--- config.mk ---
export PLATFORM = sky130hd
export DESIGN_NAME = uart_top
export DESIGN_NICKNAME = d
export VERILOG_FILES = /design/src/rtl/uart_top.sv
export SDC_FILE = /design/constraint.sdc
export NUM_CORES = 1
export LEC_CHECK = 0
export CAP_MARGIN = 20
export CORE_MARGIN = 2
export CORE_UTILIZATION = 60
export CTS_CLUSTER_SIZE = 30
export DETAILED_ROUTE_END_ITERATION = 10
export HOLD_SLACK_MARGIN = 0.12
export PLACE_DENSITY = 0.82
export SLEW_MARGIN = 0
export SYNTH_ARGS = -nofsm -noshare
export SYNTH_HDL_FRONTEND = slang
export SYNTH_SLANG_ARGS = --single-unit
export TNS_END_PERCENT = 30
--- constraint.sdc ---
create_clock -name clk -period 3.8 [get_ports clk]
set_input_delay 0.95 -clock clk [delete_from_list [all_inputs] [get_ports clk]]
set_output_delay 0.95 -clock clk [all_outputs]
set_load 0.01 [all_outputs]
--- src/rtl/uart_top.sv ---
// uart_top: full-duplex 8N1 UART between on-chip logic and the serial pins; `UART_PARITY_EN adds an even-parity bit.
// TX drives the start bit on the edge after an accepted trigger; triggers while busy are dropped. RX flags ~9.5 bit times after the start edge.
module uart_top #(
    parameter int CLK_FREQ = 50_000_000,
    parameter int BAUD     = 115200
) (
    input  logic       clk,
    input  logic       rstn,
    input  logic       uart_trig,
    input  logic [7:0] uart_tx_data,
    output logic       uart_tx_busy,
    output logic [7:0] uart_rx_data,
    output logic       uart_rx_flag,
    output logic       uart_tx,
    input  logic       uart_rx
);
    localparam int BIT_DIV = (CLK_FREQ + BAUD / 2) / BAUD;
    localparam int CW      = $clog2(BIT_DIV + 1);
    localparam logic [CW-1:0] LAST = CW'(BIT_DIV - 1);
    localparam logic [CW-1:0] MID  = CW'(BIT_DIV / 2);

    typedef enum logic [2:0] {IDLE, START, DATA, PARITY, STOP, WAIT_HIGH} state_t;

    state_t        tx_state, tx_state_n;
    logic [CW-1:0] tx_cnt, tx_cnt_n;
    logic [2:0]    tx_idx, tx_idx_n;
    logic [7:0]    tx_shift, tx_shift_n;
    logic          tx_bit_n;
`ifdef UART_PARITY_EN
    logic          tx_par, tx_par_n;
`endif

    always_ff @(posedge clk or negedge rstn) begin
        if (!rstn) begin
            tx_state <= IDLE;
            tx_cnt   <= '0;
            tx_idx   <= '0;
            tx_shift <= '0;
            uart_tx  <= 1'b1;
`ifdef UART_PARITY_EN
            tx_par   <= 1'b0;
`endif
        end else begin
            tx_state <= tx_state_n;
            tx_cnt   <= tx_cnt_n;
            tx_idx   <= tx_idx_n;
            tx_shift <= tx_shift_n;
            uart_tx  <= tx_bit_n;
`ifdef UART_PARITY_EN
            tx_par   <= tx_par_n;
`endif
        end
    end

    always_comb begin
        tx_state_n = tx_state;
        tx_cnt_n   = tx_cnt;
        tx_idx_n   = tx_idx;
        tx_shift_n = tx_shift;
        tx_bit_n   = 1'b1;
`ifdef UART_PARITY_EN
        tx_par_n   = tx_par;
`endif
        if (tx_state == IDLE) begin
            if (uart_trig) begin
                tx_state_n = START;
                tx_cnt_n   = '0;
                tx_shift_n = uart_tx_data;
`ifdef UART_PARITY_EN
                tx_par_n   = ^uart_tx_data;
`endif
            end
        end else if (tx_cnt != LAST) begin
            tx_cnt_n = tx_cnt + 1'b1;
        end else begin
            tx_cnt_n = '0;
            case (tx_state)
                START: begin
                    tx_state_n = DATA;
                    tx_idx_n   = '0;
                end
                DATA: begin
                    tx_shift_n = tx_shift >> 1;
                    tx_idx_n   = tx_idx + 1'b1;
`ifdef UART_PARITY_EN
                    if (tx_idx == 3'd7) tx_state_n = PARITY;
`else
                    if (tx_idx == 3'd7) tx_state_n = STOP;
`endif
                end
                PARITY:  tx_state_n = STOP;
                default: tx_state_n = IDLE;
            endcase
        end
        // The output bit is registered from the next state so uart_tx is a clean flop output.
        case (tx_state_n)
            START:   tx_bit_n = 1'b0;
            DATA:    tx_bit_n = tx_shift_n[0];
`ifdef UART_PARITY_EN
            PARITY:  tx_bit_n = tx_par_n;
`endif
            default: tx_bit_n = 1'b1;
        endcase
    end

    assign uart_tx_busy = (tx_state != IDLE);

    // Two synchroniser flops, third flop only keeps history for falling-edge detection.
    logic rx_s1, rx_s2, rx_s3;
    always_ff @(posedge clk or negedge rstn) begin
        if (!rstn) begin
            rx_s1 <= 1'b1;
            rx_s2 <= 1'b1;
            rx_s3 <= 1'b1;
        end else begin
            rx_s1 <= uart_rx;
            rx_s2 <= rx_s1;
            rx_s3 <= rx_s2;
        end
    end

    state_t        rx_state, rx_state_n;
    logic [CW-1:0] rx_cnt, rx_cnt_n;
    logic [2:0]    rx_idx, rx_idx_n;
    logic [7:0]    rx_shift, rx_shift_n;
    logic [7:0]    rx_data_n;
    logic          rx_flag_n;
    logic          rx_par_ok;
`ifdef UART_PARITY_EN
    logic          rx_perr, rx_perr_n;
    assign rx_par_ok = ~rx_perr;
`else
    assign rx_par_ok = 1'b1;
`endif

    always_ff @(posedge clk or negedge rstn) begin
        if (!rstn) begin
            rx_state     <= IDLE;
            rx_cnt       <= '0;
            rx_idx       <= '0;
            rx_shift     <= '0;
            uart_rx_data <= '0;
            uart_rx_flag <= 1'b0;
`ifdef UART_PARITY_EN
            rx_perr      <= 1'b0;
`endif
        end else begin
            rx_state     <= rx_state_n;
            rx_cnt       <= rx_cnt_n;
            rx_idx       <= rx_idx_n;
            rx_shift     <= rx_shift_n;
            uart_rx_data <= rx_data_n;
            uart_rx_flag <= rx_flag_n;
`ifdef UART_PARITY_EN
            rx_perr      <= rx_perr_n;
`endif
        end
    end

    always_comb begin
        rx_state_n = rx_state;
        rx_cnt_n   = rx_cnt + 1'b1;
        rx_idx_n   = rx_idx;
        rx_shift_n = rx_shift;
        rx_data_n  = uart_rx_data;
        rx_flag_n  = 1'b0;
`ifdef UART_PARITY_EN
        rx_perr_n  = rx_perr;
`endif
        case (rx_state)
            IDLE: begin
                rx_cnt_n = '0;
                if (rx_s3 && !rx_s2) rx_state_n = START;
            end
            START: begin
                if (rx_cnt == MID) begin
                    rx_cnt_n   = '0;
                    rx_idx_n   = '0;
                    rx_state_n = rx_s2 ? IDLE : DATA;
                end
            end
            DATA: begin
                if (rx_cnt == LAST) begin
                    rx_cnt_n   = '0;
                    rx_shift_n = {rx_s2, rx_shift[7:1]};
                    rx_idx_n   = rx_idx + 1'b1;
`ifdef UART_PARITY_EN
                    if (rx_idx == 3'd7) rx_state_n = PARITY;
`else
                    if (rx_idx == 3'd7) rx_state_n = STOP;
`endif
                end
            end
`ifdef UART_PARITY_EN
            PARITY: begin
                if (rx_cnt == LAST) begin
                    rx_cnt_n   = '0;
                    rx_perr_n  = rx_s2 ^ (^rx_shift);
                    rx_state_n = STOP;
                end
            end
`endif
            STOP: begin
                if (rx_cnt == LAST) begin
                    rx_cnt_n = '0;
                    if (!rx_s2) begin
                        rx_state_n = WAIT_HIGH;
                    end else begin
                        rx_state_n = IDLE;
                        if (rx_par_ok) begin
                            rx_data_n = rx_shift;
                            rx_flag_n = 1'b1;
                        end
                    end
                end
            end
            WAIT_HIGH: begin
                rx_cnt_n = '0;
                if (rx_s2) rx_state_n = IDLE;
            end
            default: begin
                rx_cnt_n   = '0;
                rx_state_n = IDLE;
            end
        endcase
    end
endmodule

==> flow_metrics.py <==
metrics = {
    "detailed_routing": {
        "ant_nets": 0,
        "drt-pass1-iter-count": 4,
        "drt_iter0_drc": 161,
        "route.vias.total": 2058,
        "routed_via_density": 6.162,
        "wl_per_cell_um": 15.83,
        "routed_wl_um": 5288,
        "post-route-drc-count": 0,
    },
    "synth": {
        "synth_edf_count": 0,
        "synthTopCellsByArea": "dfrtp_1 (49%), mux2_2 (6.8%), dfstp_2 (3.7%)",
        "synth_flop_cell": "dfrtp_1",
        "yosys.area.top_type": "dfrtp_1",
        "synth.avg_cell_area_um2": 11.34,
        "synth_top_area_share": 0.4854,
        "ys_async_sr_fraction": 1.000,
        "syn_nets": 270,
        "synth_area_um2": 2835,
        "yosysUniqueCellTypes": 54,
        "synth-seq-cells": 59,
        "synth_cells": 250,
        "yosys_warnings": 0,
        "ys_seq_area_frac": 0.5225,
    },
    "clock_network": {
        "clkTransAtPathRegs_ps": 60,
        "worstSkewPairLatency_ps": 340,
        "cts_buffers": 9,
        "cts_max_level": 3,
        "postCtsHoldBufs": 0,
        "cts.root.buffer_cell": "clkbuf_8",
        "cts_tree": "done",
        "postCtsSetupRepairBufs": 0,
        "cts.path.max_buffers": 2,
        "clock_sinks": 59,
        "cts_resized": 0,
    },
    "die": {
        "coreArea_um2": 4629,
        "fp.dieH_um": 72.74,
        "die_x_um": 72.74,
        "die-area_um2": 5291,
        "start_util": 0.6124,
        "io_pins": 23,
        "rows": 25,
    },
    "run_status": {
        "status": "finished, final reports clean",
    },
    "timing": {
        "finalCriticalPeriod_ps": 2848,
        "fmax_ghz": 0.3511,
        "min_period_over_period": 0.7495,
        "finalHoldViolations": 0,
        "fin_worst_skew_ps": 9.032,
        "drv_slew": 0,
        "tns_ps": 0,
        "slew_headroom": 0.3723,
        "worst_pin_slew_ps": 941.6,
        "rsz0062_at_grt": "false",
        "setup_violations": 0,
    },
    "cells_and_area": {
        "final_cells": 334,
        "post-route-cell-area_um2": 3282,
        "fin_nets": 296,
        "area_growth_pct": 15.75,
        "n_antenna_cell": 0,
        "drive_above_1_share": 0.1714,
        "nFillCells": 331,
    },
    "power_and_ir_drop": {
        "power_uw": 1605,
        "irDropWorstVdd_v": 0.0004341,
        "leakage_uw": 0.001474,
        "power_density_nw_per_um2": 489.1,
    },
    "setup_path": {
        "path_class": "flop to output port",
        "cp.required_ps": 2850,
        "crit_fanout": 14,
        "startpoint_type": "flop",
        "critPathArrivalTime_ps": 1900,
        "end_kind": "output port",
    },
    "grt": {
        "grt_max_degree": 46,
        "overflow": 0,
        "grt_usage": 0.2236,
        "grt_pass1_wl_um": 9066,
        "grt_antenna_before_repair": 0,
        "grt_pass1_vias": 1952,
    },
    "place": {
        "post-place-cells": 319,
        "gp_congestion": 0.9235,
        "dp_hpwl_um": 3539,
        "place_area_um2": 3080,
        "numPortBuffers": 22,
    },
    "flow_run": {
        "maxCapViolations": 0,
    },
    "worst_hold_path": {
        "hold_class": "flop to flop",
    },
}
==> where the power goes <==
part | total [uW] | switching (uW) | internal, uW
registers | 807 | 90.5 | 717
clock network | 575 | 242 | 333
logic | 223 | 109 | 114
total | 1610 | 442 | 1160
==> final timing paths <==
check | from | end | slack (ps) | cells past startpoint
worst max-delay path | tx_state[0]$_DFF_PN0_ | uart_tx_busy | 950 | 3
worst min-delay path | rx_s1$_DFF_PN1_ | rx_s2$_DFF_PN1_ | 370 | 0
worst max register to register | rx_cnt[1]$_DFF_PN0_ | rx_shift[7]$_DFFE_PN0P_ | 1600 | 6
worst min register to register | rx_s1$_DFF_PN1_ | rx_s2$_DFF_PN1_ | 370 | 0
max in group asynchronous | rstn | uart_rx_data[4]$_DFFE_PN0P_ | 2280 | 2
min in group asynchronous | rstn | rx_state[2]$_DFFE_PN0P_ | 750 | 1
==> state kept, by name, summed over array words and instances, names as in the netlist <==
signal and flops:
rx_cnt 9, tx_cnt 9, rx_shift 8, tx_shift 8, uart_rx_data 8, rx_idx 3
rx_state 3, tx_idx 3, tx_state 3, rx_s1 1, rx_s2 1, rx_s3 1
uart_rx_flag 1, uart_tx 1
==> cell usage after synthesis, drive strengths merged (6+ instances only) <==
library cell and count:
dfrtp 55, nand2 16, ha 8, a22o 11
a21o 10, o21ai 16, nor3 6, inv 8
nor2 23, mux2 17, xnor2 8
==> cell type report <==
class / count / area, um2 / share of cell area
Sequential cell: 59 / 1481 / 0.4514
Multi-Input combinational cell: 175 / 1279 / 0.3896
Timing Repair Buffer: 23 / 222.7 / 0.06786
Clock buffer: 11 / 151.4 / 0.04613
Tap cell: 54 / 67.56 / 0.02059
Clock inverter: 4 / 50.05 / 0.01525
Inverter: 8 / 30.03 / 0.009150
==> placed cells by master, fill, tap and decap left out, drive strengths merged, types with 3 or more instances in the layout <==
master | Yosys | routed
and4bb | 3 | 3
nand3 | 5 | 5
nor2 | 23 | 23
a21oi | 5 | 5
a22o | 11 | 11
nand2b | 3 | 3
mux2 | 17 | 17
xnor2 | 8 | 8
o2bb2ai | 4 | 4
nor3 | 6 | 6
clkbuf | 3 | 11
nand2 | 16 | 16
dfstp | 4 | 4
o21ai | 16 | 16
inv | 8 | 8
ha | 8 | 8
dfrtp | 55 | 55
clkdlybuf4s50 | 0 | 21
a21o | 10 | 10
and2 | 3 | 3
a211oi | 4 | 4
==> layer usage <==
layer | share of wire | vias to the layer above | GRT usage
li1 | - | 974 | -
met1 | 0.45 | 1020 | 0.2936
met2 | 0.49 | 51 | 0.3414
met3 | 0.032 | 13 | 0.04282
met4 | 0.027 | 0 | 0.1399
met5 | 0 | - | 0
==> stage by stage <==
step                setup slack, ps  hold slack, ps    util
finish                        951.7           367.6  0.7089
global route                  847.7           376.1  0.7089
CTS                           966.4           373.0  0.7089
detailed placement             1345           358.8  0.6654
global placement               1358           358.8  0.6654
floorplan                      1937           345.2       -
==> logic make-up (layout without fill, tap and decap cells) <==
kind of cell             Yosys count  in the layout  synth area share
buffers and inverters             16             46           0.02648
AO/OA/AOI/OAI                     62             62            0.1575
adder cells (fa/ha/maj)            8              8           0.03531
flip-flops                        59             59            0.5225
AND/OR/NAND/NOR                   77             77            0.1562
XOR/XNOR                          10             10           0.03089
multiplexers                      18             18           0.07105
==> critical path: stages (launching register included) <==
cell and delay [ps]:
dfrtp_1 530, nor3_2 370, inv_1 150, clkdlybuf4s50_1 510
No activity file was read; power rests on OpenSTA's default activity.
